`src/rtl/intc_pkg.sv`:
```
// ============================================================================
// Module  : intc_pkg
// Brief   : Shared constants and state encoding for the IRQ sequencer.
// Rev     : 1.0 - initial release
// ============================================================================
`default_nettype none

package intc_pkg;

    localparam int c_nsrc = 4;
    localparam int c_id_w = $clog2(c_nsrc);

    localparam logic [c_nsrc-1:0] c_default_mask = {c_nsrc{1'b1}};

    localparam logic [1:0] c_st_idle    = 2'd0;
    localparam logic [1:0] c_st_req     = 2'd1;
    localparam logic [1:0] c_st_service = 2'd2;

endpackage

`default_nettype wire

```
`src/rtl/intc_prio_pick.sv`:
```
// ============================================================================
// Module  : intc_prio_pick
// Brief   : Combinational picker; first eligible source found scanning
//           upward (with wrap) from the start index.
// Rev     : 1.0 - initial release
// ============================================================================
`default_nettype none

module intc_prio_pick
    import intc_pkg::*;
#(
    parameter  int NSRC = c_nsrc,
    localparam int IDW  = (NSRC > 1) ? $clog2(NSRC) : 1
) (
    input  logic [NSRC-1:0] eligible,
    input  logic [IDW-1:0]  start,
    output logic [IDW-1:0]  winner,
    output logic            valid
);

    always_comb begin
        winner = '0;
        valid  = 1'b0;
        for (int i = 0; i < NSRC; i++) begin
            if (!valid && eligible[(int'(start) + i) % NSRC]) begin
                winner = IDW'((int'(start) + i) % NSRC);
                valid  = 1'b1;
            end
        end
    end

endmodule

`default_nettype wire

```
`src/rtl/intc_irq_sequencer.sv`:
```
// ============================================================================
// Module  : intc_irq_sequencer
// Brief   : Latches done edges into pending bits, arbitrates among enabled
//           sources and runs the IRQ / IACK / EOI handshake with the CPU.
// Options : INTC_ROUND_ROBIN_EN - round-robin arbitration (default: fixed,
//           lowest index wins)
// Rev     : 1.0 - initial release
// ============================================================================
`default_nettype none

module intc_irq_sequencer
    import intc_pkg::*;
#(
    parameter  int NSRC = c_nsrc,
    parameter  int AW   = 32,
    localparam int IDW  = (NSRC > 1) ? $clog2(NSRC) : 1
) (
    input  logic              clk,
    input  logic              rst,
    input  logic [NSRC-1:0]   done,
    input  logic [NSRC*AW-1:0] isr_table,
    input  logic              mask_we,
    input  logic [NSRC-1:0]   mask_wdata,
    input  logic              iack,
    input  logic              eoi,
    output logic              irq,
    output logic [AW-1:0]     isr_addr,
    output logic [IDW-1:0]    active_id,
    output logic [NSRC-1:0]   pending,
    output logic              overrun
);

    localparam logic [NSRC-1:0] c_mask_rst = {NSRC{1'b1}};

    logic [1:0]      r_state;
    logic [NSRC-1:0] r_done_q;
    logic [NSRC-1:0] r_pending;
    logic [NSRC-1:0] r_mask;
    logic            r_irq;
    logic            r_overrun;
    logic [AW-1:0]   r_isr_addr;
    logic [IDW-1:0]  r_active_id;

    logic [AW-1:0]   w_tbl [NSRC];
    logic [NSRC-1:0] w_act_bit;
    logic [NSRC-1:0] w_rise;
    logic [NSRC-1:0] w_clr;
    logic [NSRC-1:0] w_svc_bit;
    logic [NSRC-1:0] w_pend_nxt;
    logic [NSRC-1:0] w_eligible;
    logic [IDW-1:0]  w_start;
    logic [IDW-1:0]  w_winner;
    logic            w_valid;
    logic            w_take_ack;

    generate
        for (genvar gi = 0; gi < NSRC; gi++) begin : g_src
            assign w_tbl[gi]     = isr_table[gi*AW +: AW];
            assign w_act_bit[gi] = (r_active_id == IDW'(gi));
        end
    endgenerate

    assign w_rise     = done & ~r_done_q;
    assign w_take_ack = (r_state == c_st_req) && iack;
    assign w_clr      = w_take_ack ? w_act_bit : '0;
    assign w_svc_bit  = (r_state == c_st_service) ? w_act_bit : '0;
    // A new edge outranks the acknowledge clear on the same bit.
    assign w_pend_nxt = (r_pending & ~w_clr) | w_rise;
    assign w_eligible = r_pending & r_mask;

`ifdef INTC_ROUND_ROBIN_EN
    logic [IDW-1:0] r_ptr;

    // Pointer holds the last granted ID; the search begins just past it.
    assign w_start = (r_ptr == IDW'(NSRC-1)) ? '0 : r_ptr + IDW'(1);

    always_ff @(posedge clk) begin
        if (rst) begin
            r_ptr <= IDW'(NSRC-1);
        end else if (w_take_ack) begin
            r_ptr <= r_active_id;
        end
    end
`else
    assign w_start = '0;
`endif

    intc_prio_pick #(
        .NSRC (NSRC)
    ) u_pick (
        .eligible (w_eligible),
        .start    (w_start),
        .winner   (w_winner),
        .valid    (w_valid)
    );

    always_ff @(posedge clk) begin
        if (rst) begin
            r_state     <= c_st_idle;
            r_done_q    <= done;
            r_pending   <= '0;
            r_mask      <= c_mask_rst;
            r_irq       <= 1'b0;
            r_overrun   <= 1'b0;
            r_isr_addr  <= '0;
            r_active_id <= '0;
        end else begin
            r_done_q  <= done;
            r_pending <= w_pend_nxt;
            r_overrun <= |(w_rise & ((r_pending & ~w_clr) | w_svc_bit));
            if (mask_we) begin
                r_mask <= mask_wdata;
            end
            case (r_state)
                c_st_idle: begin
                    if (w_valid) begin
                        r_active_id <= w_winner;
                        r_isr_addr  <= w_tbl[w_winner];
                        r_irq       <= 1'b1;
                        r_state     <= c_st_req;
                    end
                end
                c_st_req: begin
                    if (iack) begin
                        r_irq   <= 1'b0;
                        r_state <= c_st_service;
                    end
                end
                c_st_service: begin
                    if (eoi) begin
                        r_state <= c_st_idle;
                    end
                end
                default: begin
                    r_irq   <= 1'b0;
                    r_state <= c_st_idle;
                end
            endcase
        end
    end

    assign irq       = r_irq;
    assign isr_addr  = r_isr_addr;
    assign active_id = r_active_id;
    assign pending   = r_pending;
    assign overrun   = r_overrun;

endmodule

`default_nettype wire

```
`config.mk`:
```
export PLATFORM = sky130hd
export DESIGN_NAME = intc_irq_sequencer
export DESIGN_NICKNAME = d
export VERILOG_FILES = /design/src/rtl/intc_pkg.sv /design/src/rtl/intc_prio_pick.sv /design/src/rtl/intc_irq_sequencer.sv
export SDC_FILE = /design/constraint.sdc
export NUM_CORES = 1
export LEC_CHECK = 0
export BUFFER_PORTS_ARGS = -buffer_cell sky130_fd_sc_hd__buf_2
export CORE_MARGIN = 1.5
export CORE_UTILIZATION = 40
export CTS_BUF_LIST = sky130_fd_sc_hd__clkbuf_4 sky130_fd_sc_hd__clkbuf_8
export CTS_CLUSTER_SIZE = 25
export DETAILED_ROUTE_END_ITERATION = 8
export PLACE_DENSITY = 0.76
export SLEW_MARGIN = 20
export SYNTH_ARGS = -nofsm -noshare
export SYNTH_HDL_FRONTEND = slang
export SYNTH_HIERARCHICAL = 1
export SYNTH_SLANG_ARGS = --single-unit
export TNS_END_PERCENT = 30
```
`constraint.sdc`:
```
create_clock -name clk -period 2.7 [get_ports clk]
set_clock_uncertainty 0.05 [all_clocks]
set_input_delay 0.54 -clock clk [delete_from_list [all_inputs] [get_ports clk]]
set_output_delay 0.54 -clock clk [all_outputs]
set_load 0.1 [all_outputs]
```
Word level (Yosys, flattened, before mapping)
Index checks and enable logic that the tools add are counted.
Storage, ports and cells
  register bits after elaboration: 50
  bits of input ports: 141
  output and inout port bits: 40
  word-level logic and storage cells: 59
Operators by class
  $lt $le $gt $ge: 1
  equality and inequality tests: 8
  multiplexer cells: 19
  bitwise operators: 10
  reductions and logical operators: 13
Operators with widths (count)
  $bmux W32 S2: 1
  $mux W32: 2
  $and A4 B4 Y4: 4
  $mux W2: 5
  $mux W4: 2
  $not A4 Y4: 2
  $or A4 B4 Y4: 2
  $mux W1: 7
  $eq A2 B2 Y1 const B: 3
  $pmux W2 S3: 1
  $reduce_and A3 Y1: 2
  $eq A2 B1 Y1 const B: 2
  $logic_and A1 B1 Y1: 4
  $logic_not A2 Y1: 2
  $ne A2 B2 Y1 const B: 2
  $reduce_or A4 Y1: 1
  $ge A3 B3 Y1 const B: 1
  $logic_not A1 Y1: 3
  $not A2 Y3: 1
  $pmux W1 S3: 1
  $ne A2 B1 Y1 const B: 1
  $reduce_and A2 Y1: 1
  $not A1 Y1: 1

Longest topological paths before layout
  depth in word-level cells: 15
  gate-level depth with buffers: 9
  depth with buffers taken out: 7

Hierarchy
Netlist, hierarchy kept.
By module, submodules not included
  intc_irq_sequencer: instances 1, cells an instance 264, area each 2697.6 um^2, sequential area each 1001.0 um^2
  intc_prio_pick: instances 1, cells an instance 15, area each 77.6 um^2, sequential area each 0.0 um^2

Worst setup path after synthesis
Ideal clock, no wire load.
  path type: flip-flop to flip-flop
  from: register r_pending[1], in the netlist pending[1]
  to: register r_isr_addr[2], in the netlist isr_addr[2]
  library setup time: 132 ps
  arrival time: 2732 ps
  data required time: 2518 ps
  slack: -215 ps
  stages on the path, launching flop included: 10
  buffers on the path: 2
  clock period less this slack: 2915 ps
  cells stage by stage: dfxtp_1 -> and2_1 -> inv_1 -> a221o_1 -> a21oi_1 -> buf_6 -> buf_6 -> mux4_1 -> nand2_1 -> a21oi_1
Between the ends
  word-level cells in the longest chain between the ends: 13
  elaborated cells on any way between the ends: 17
  classes of those cells: mux: 9; bitwise: 2; reduce/logical: 6
Ends and longest elaborated chain
  from (decl): RTL line intc_irq_sequencer.sv:37  | logic [NSRC-1:0] r_pending;
  from (signal assigned): RTL line intc_irq_sequencer.sv:109  | r_pending <= w_pend_nxt;
  $and A4 B4 Y4 *: RTL line intc_irq_sequencer.sv:69  | assign w_eligible = r_pending & r_mask;
  via w_eligible[1]: RTL line intc_irq_sequencer.sv:50  | logic [NSRC-1:0] w_eligible;
  $logic_and A1 B1 Y1 *: RTL line intc_prio_pick.sv:25  | if (!valid && eligible[(int'(start) + i) % NSRC]) begin
  $mux W1: RTL line intc_prio_pick.sv:25
  $logic_not A1 Y1: RTL line intc_prio_pick.sv:25
  $logic_and A1 B1 Y1: RTL line intc_prio_pick.sv:25
  $mux W1: RTL line intc_prio_pick.sv:25
  $logic_not A1 Y1: RTL line intc_prio_pick.sv:25
  $logic_and A1 B1 Y1: RTL line intc_prio_pick.sv:25
  $mux W2 *: RTL line intc_prio_pick.sv:25
  via w_winner[0]: RTL line intc_irq_sequencer.sv:52  | logic [IDW-1:0] w_winner;
  $not A2 Y3 (implied by the code) *: RTL line intc_irq_sequencer.sv:118  | r_isr_addr <= w_tbl[w_winner];
  $bmux W32 S2 *: RTL line intc_irq_sequencer.sv:118
  $mux W32 (implied by the code) * (2 in series): RTL line intc_irq_sequencer.sv:118
  to (signal assigned): RTL line intc_irq_sequencer.sv:118
  to (decl): RTL line intc_irq_sequencer.sv:41  | logic [AW-1:0] r_isr_addr;
The timed path passes the listed nets; every way through them passes the cells marked *. The select of a mux whose other input is x is not followed.
A chain may end at the register's enable or synchronous reset.

Final worst setup path
  from: register r_pending[1], in the netlist pending[1]
  to: register r_isr_addr[6], in the netlist isr_addr[6]
Same word-level chain as after synthesis.

==> results.cfg <==
[status]
status = finished clean

[route]
wl_met2_mm = 3.97
drt_pass1_iterations = 5
avgRoutedWirePerCell_um = 14.5
drt-total-wl_mm = 7.81
met3_length_um = 499
drtIter0Drc = 123
ant_nets = 0
drt-met1-wl_mm = 3.22
top_layer_used = met4
num_vias = 2817
vias_per_cell = 5.25
drc = 0

[worst_hold_path]
hp-class = in2reg
min_from = done[0]

[cts]
ctsHoldBuffers = 0
clock_latency_ns = 0.30
path_clk_slew_ns = 0.10
post_cts_buffers = 0
cts_root_buffer = clkbuf_8
max-clock-path-buffers = 2
cts_resized = 0
tritoncts = built
htree_levels = 2
numCtsBuffers = 5
clock_sinks = 50

[synth]
synth_commonest_cells = nand2_1 (73), dfxtp_1 (50), a21oi_1 (45)
synth_top_area_share_pct = 36.1
yosysTopAreaCell = dfxtp_1
synth_edf_count = 0
async_reset_ff_share_pct = 0
synth_most_common_cell = nand2_1
syn_inst = 279
syn-cell-area_um2 = 2780
synth_area_leaders = dfxtp_1 (36%), mux4_2 (19%), nand2_1 (9.9%)
ys_warn_count = 6
ys_ff_latch = 50
yosysUniqueCellTypes = 35
syn_area_per_cell_um2 = 9.95
synth_flop_cell = dfxtp_1
yosysSeqAreaShare_pct = 36.1

[power]
switching_share_pct = 44.0
p_switching_uw = 1120
pwr-share-comb_pct = 44.7
peakVddDrop_mv = 0.266
intPower_uw = 1430
clkPwrFrac_pct = 21.0
cellLeakagePower_uw = 0.00176
p_per_area_nw_per_um2 = 664
seqPwrFrac_pct = 34.2

[floorplan]
rows = 30
die_y_um = 86.3
ios = 181
dieArea_um2 = 7450
start_util_pct = 41.1
fp.coreArea_um2 = 6760
die_width_um = 86.3

[sta]
fmax_ghz = 0.423
final-max-slew-violation-count = 0
worstMarginPinSlew_ns = 0.889
setup_viol = 0
final_hold_viol_count = 0
setup_tns_ns = 0
fin_crit_sh_pct = 87.6
rsz0062_at_grt = no
maxSlewHeadroom_pct = 40.7
fin_crit_ns = 2.37
hold_slack_ns = 0.297

[worst_setup_path]
worstSetupStartpoint = pending[1]
start_kind = flop
endpoint_kind = flop
crit_path_max_fanout = 33
worstSetupPathType = reg2reg
rrSetupSlack_ns = 0.33
crit_required_ns = 2.80
cp.arrival_ns = 2.47
r2r-start = pending[1]

[grt]
antenna_found_initial = 0
grt_max_degree = 47
overflow = 0
grt_util_all_layers_pct = 20.4
first_global_vias = 2581
grt_first_pass_wirelength_mm = 12.1

[final_layout]
layout.nets = 597
register_area_um2 = 1000
antenna_cells = 0
drive_gt1_share_pct = 49.7
multi_input_area_um2 = 1650
syn2layout_area_growth_pct = 38.4
fillCellCount = 607

[job]
maxCapViolCount = 0

[place]
dpl.hpwl_mm = 5.91
place.gp.congestion = 0.784
io_buffers = 180
==> power by group through the flow <==
stage | registers (uW) | logic [uW] | clock network [uW]
after floorplan | 1410 | 393 | 0
after global placement | 886 | 1130 | 0
after detailed placement | 888 | 1150 | 0
after CTS | 872 | 1150 | 553
after global routing | 883 | 1210 | 584
final | 873 | 1140 | 536
==> per-layer routing <==
layer	global-route usage, %	vias up
li1	-	1353
met1	26.1	1331
met2	35.4	119
met3	4.00	14
met4	5.57	0
met5	0	-
==> kinds of logic (layout without fill, tap and decap cells) <==
group	count (synthesis)	count (layout)	synth area share, %
and+or+nand+nor	102	102	16.5
AOI/OAI and AO/OA	67	67	14.3
DFF	50	50	36.1
muxes	32	32	27.1
buffers and inverters	27	199	6.00
other	1	7	0.135
==> final timing paths <==
check	cells after the start	end
max	8	isr_addr[6]
min	1	r_done_q[0]
max reg2reg	8	isr_addr[6]
min reg2reg	2	irq
==> area by class of cell <==
cell class,instances,share of cell area [%]
Clock buffer,5,1.79
Clock inverter,3,1.14
Inverter,6,0.586
Multi-Input combinational cell,208,43.0
Sequential cell,50,26.1
Tap cell,80,2.61
Timing Repair Buffer,185,24.8
==> per-stage QoR <==
step                      setup slack (ns)  instances  util (%)  instance area [um2]  power (uW)
after CTS                            0.319        537      56.9                 3840        2570
after global placement               0.392        529      55.2                 3730        2010
after detailed placement             0.327        529      55.2                 3730        2030
after floorplan                     0.0987        285         -                 2800        1800
final                                0.335        537      56.9                 3840        2550
after global routing                 0.188        537      56.9                 3840        2670
==> critical path, cell delays in order, from the launching register on <==
cell and delay, ns:
dfxtp_2 0.36, and2_1 0.17, inv_1 0.07, a221o_1 0.38
a21oi_4 0.17, buf_12 0.27, mux4_1 0.58, nand2_1 0.09
a21oi_1 0.06
==> cell usage in the layout (no fill, tap or decap), types with 2 or more instances in the layout <==
cell | Yosys | routed
clkbuf_8 | 0 | 5
o21a_1 | 2 | 2
inv_1 | 5 | 5
a211o_1 | 4 | 4
o221ai_1 | 3 | 3
dfxtp_1 | 50 | 49
a21oi_1 | 45 | 43
nand2b_1 | 7 | 7
a21oi_4 | 0 | 2
mux4_1 | 8 | 8
conb_1 | 1 | 7
mux4_2 | 24 | 24
nand2_1 | 73 | 73
o21ai_0 | 7 | 7
nor2b_1 | 6 | 6
nor2_1 | 4 | 4
buf_2 | 7 | 180
buf_4 | 1 | 4
and2_1 | 4 | 4
==> sequential cells by signal, indices dropped and copies added, names as in the netlist <==
signal,flops
isr_addr,32
irq,1
overrun,1
active_id,2
r_done_q,4
r_mask,4
pending,4
r_state,2
(Power assumes the default switching activity.)
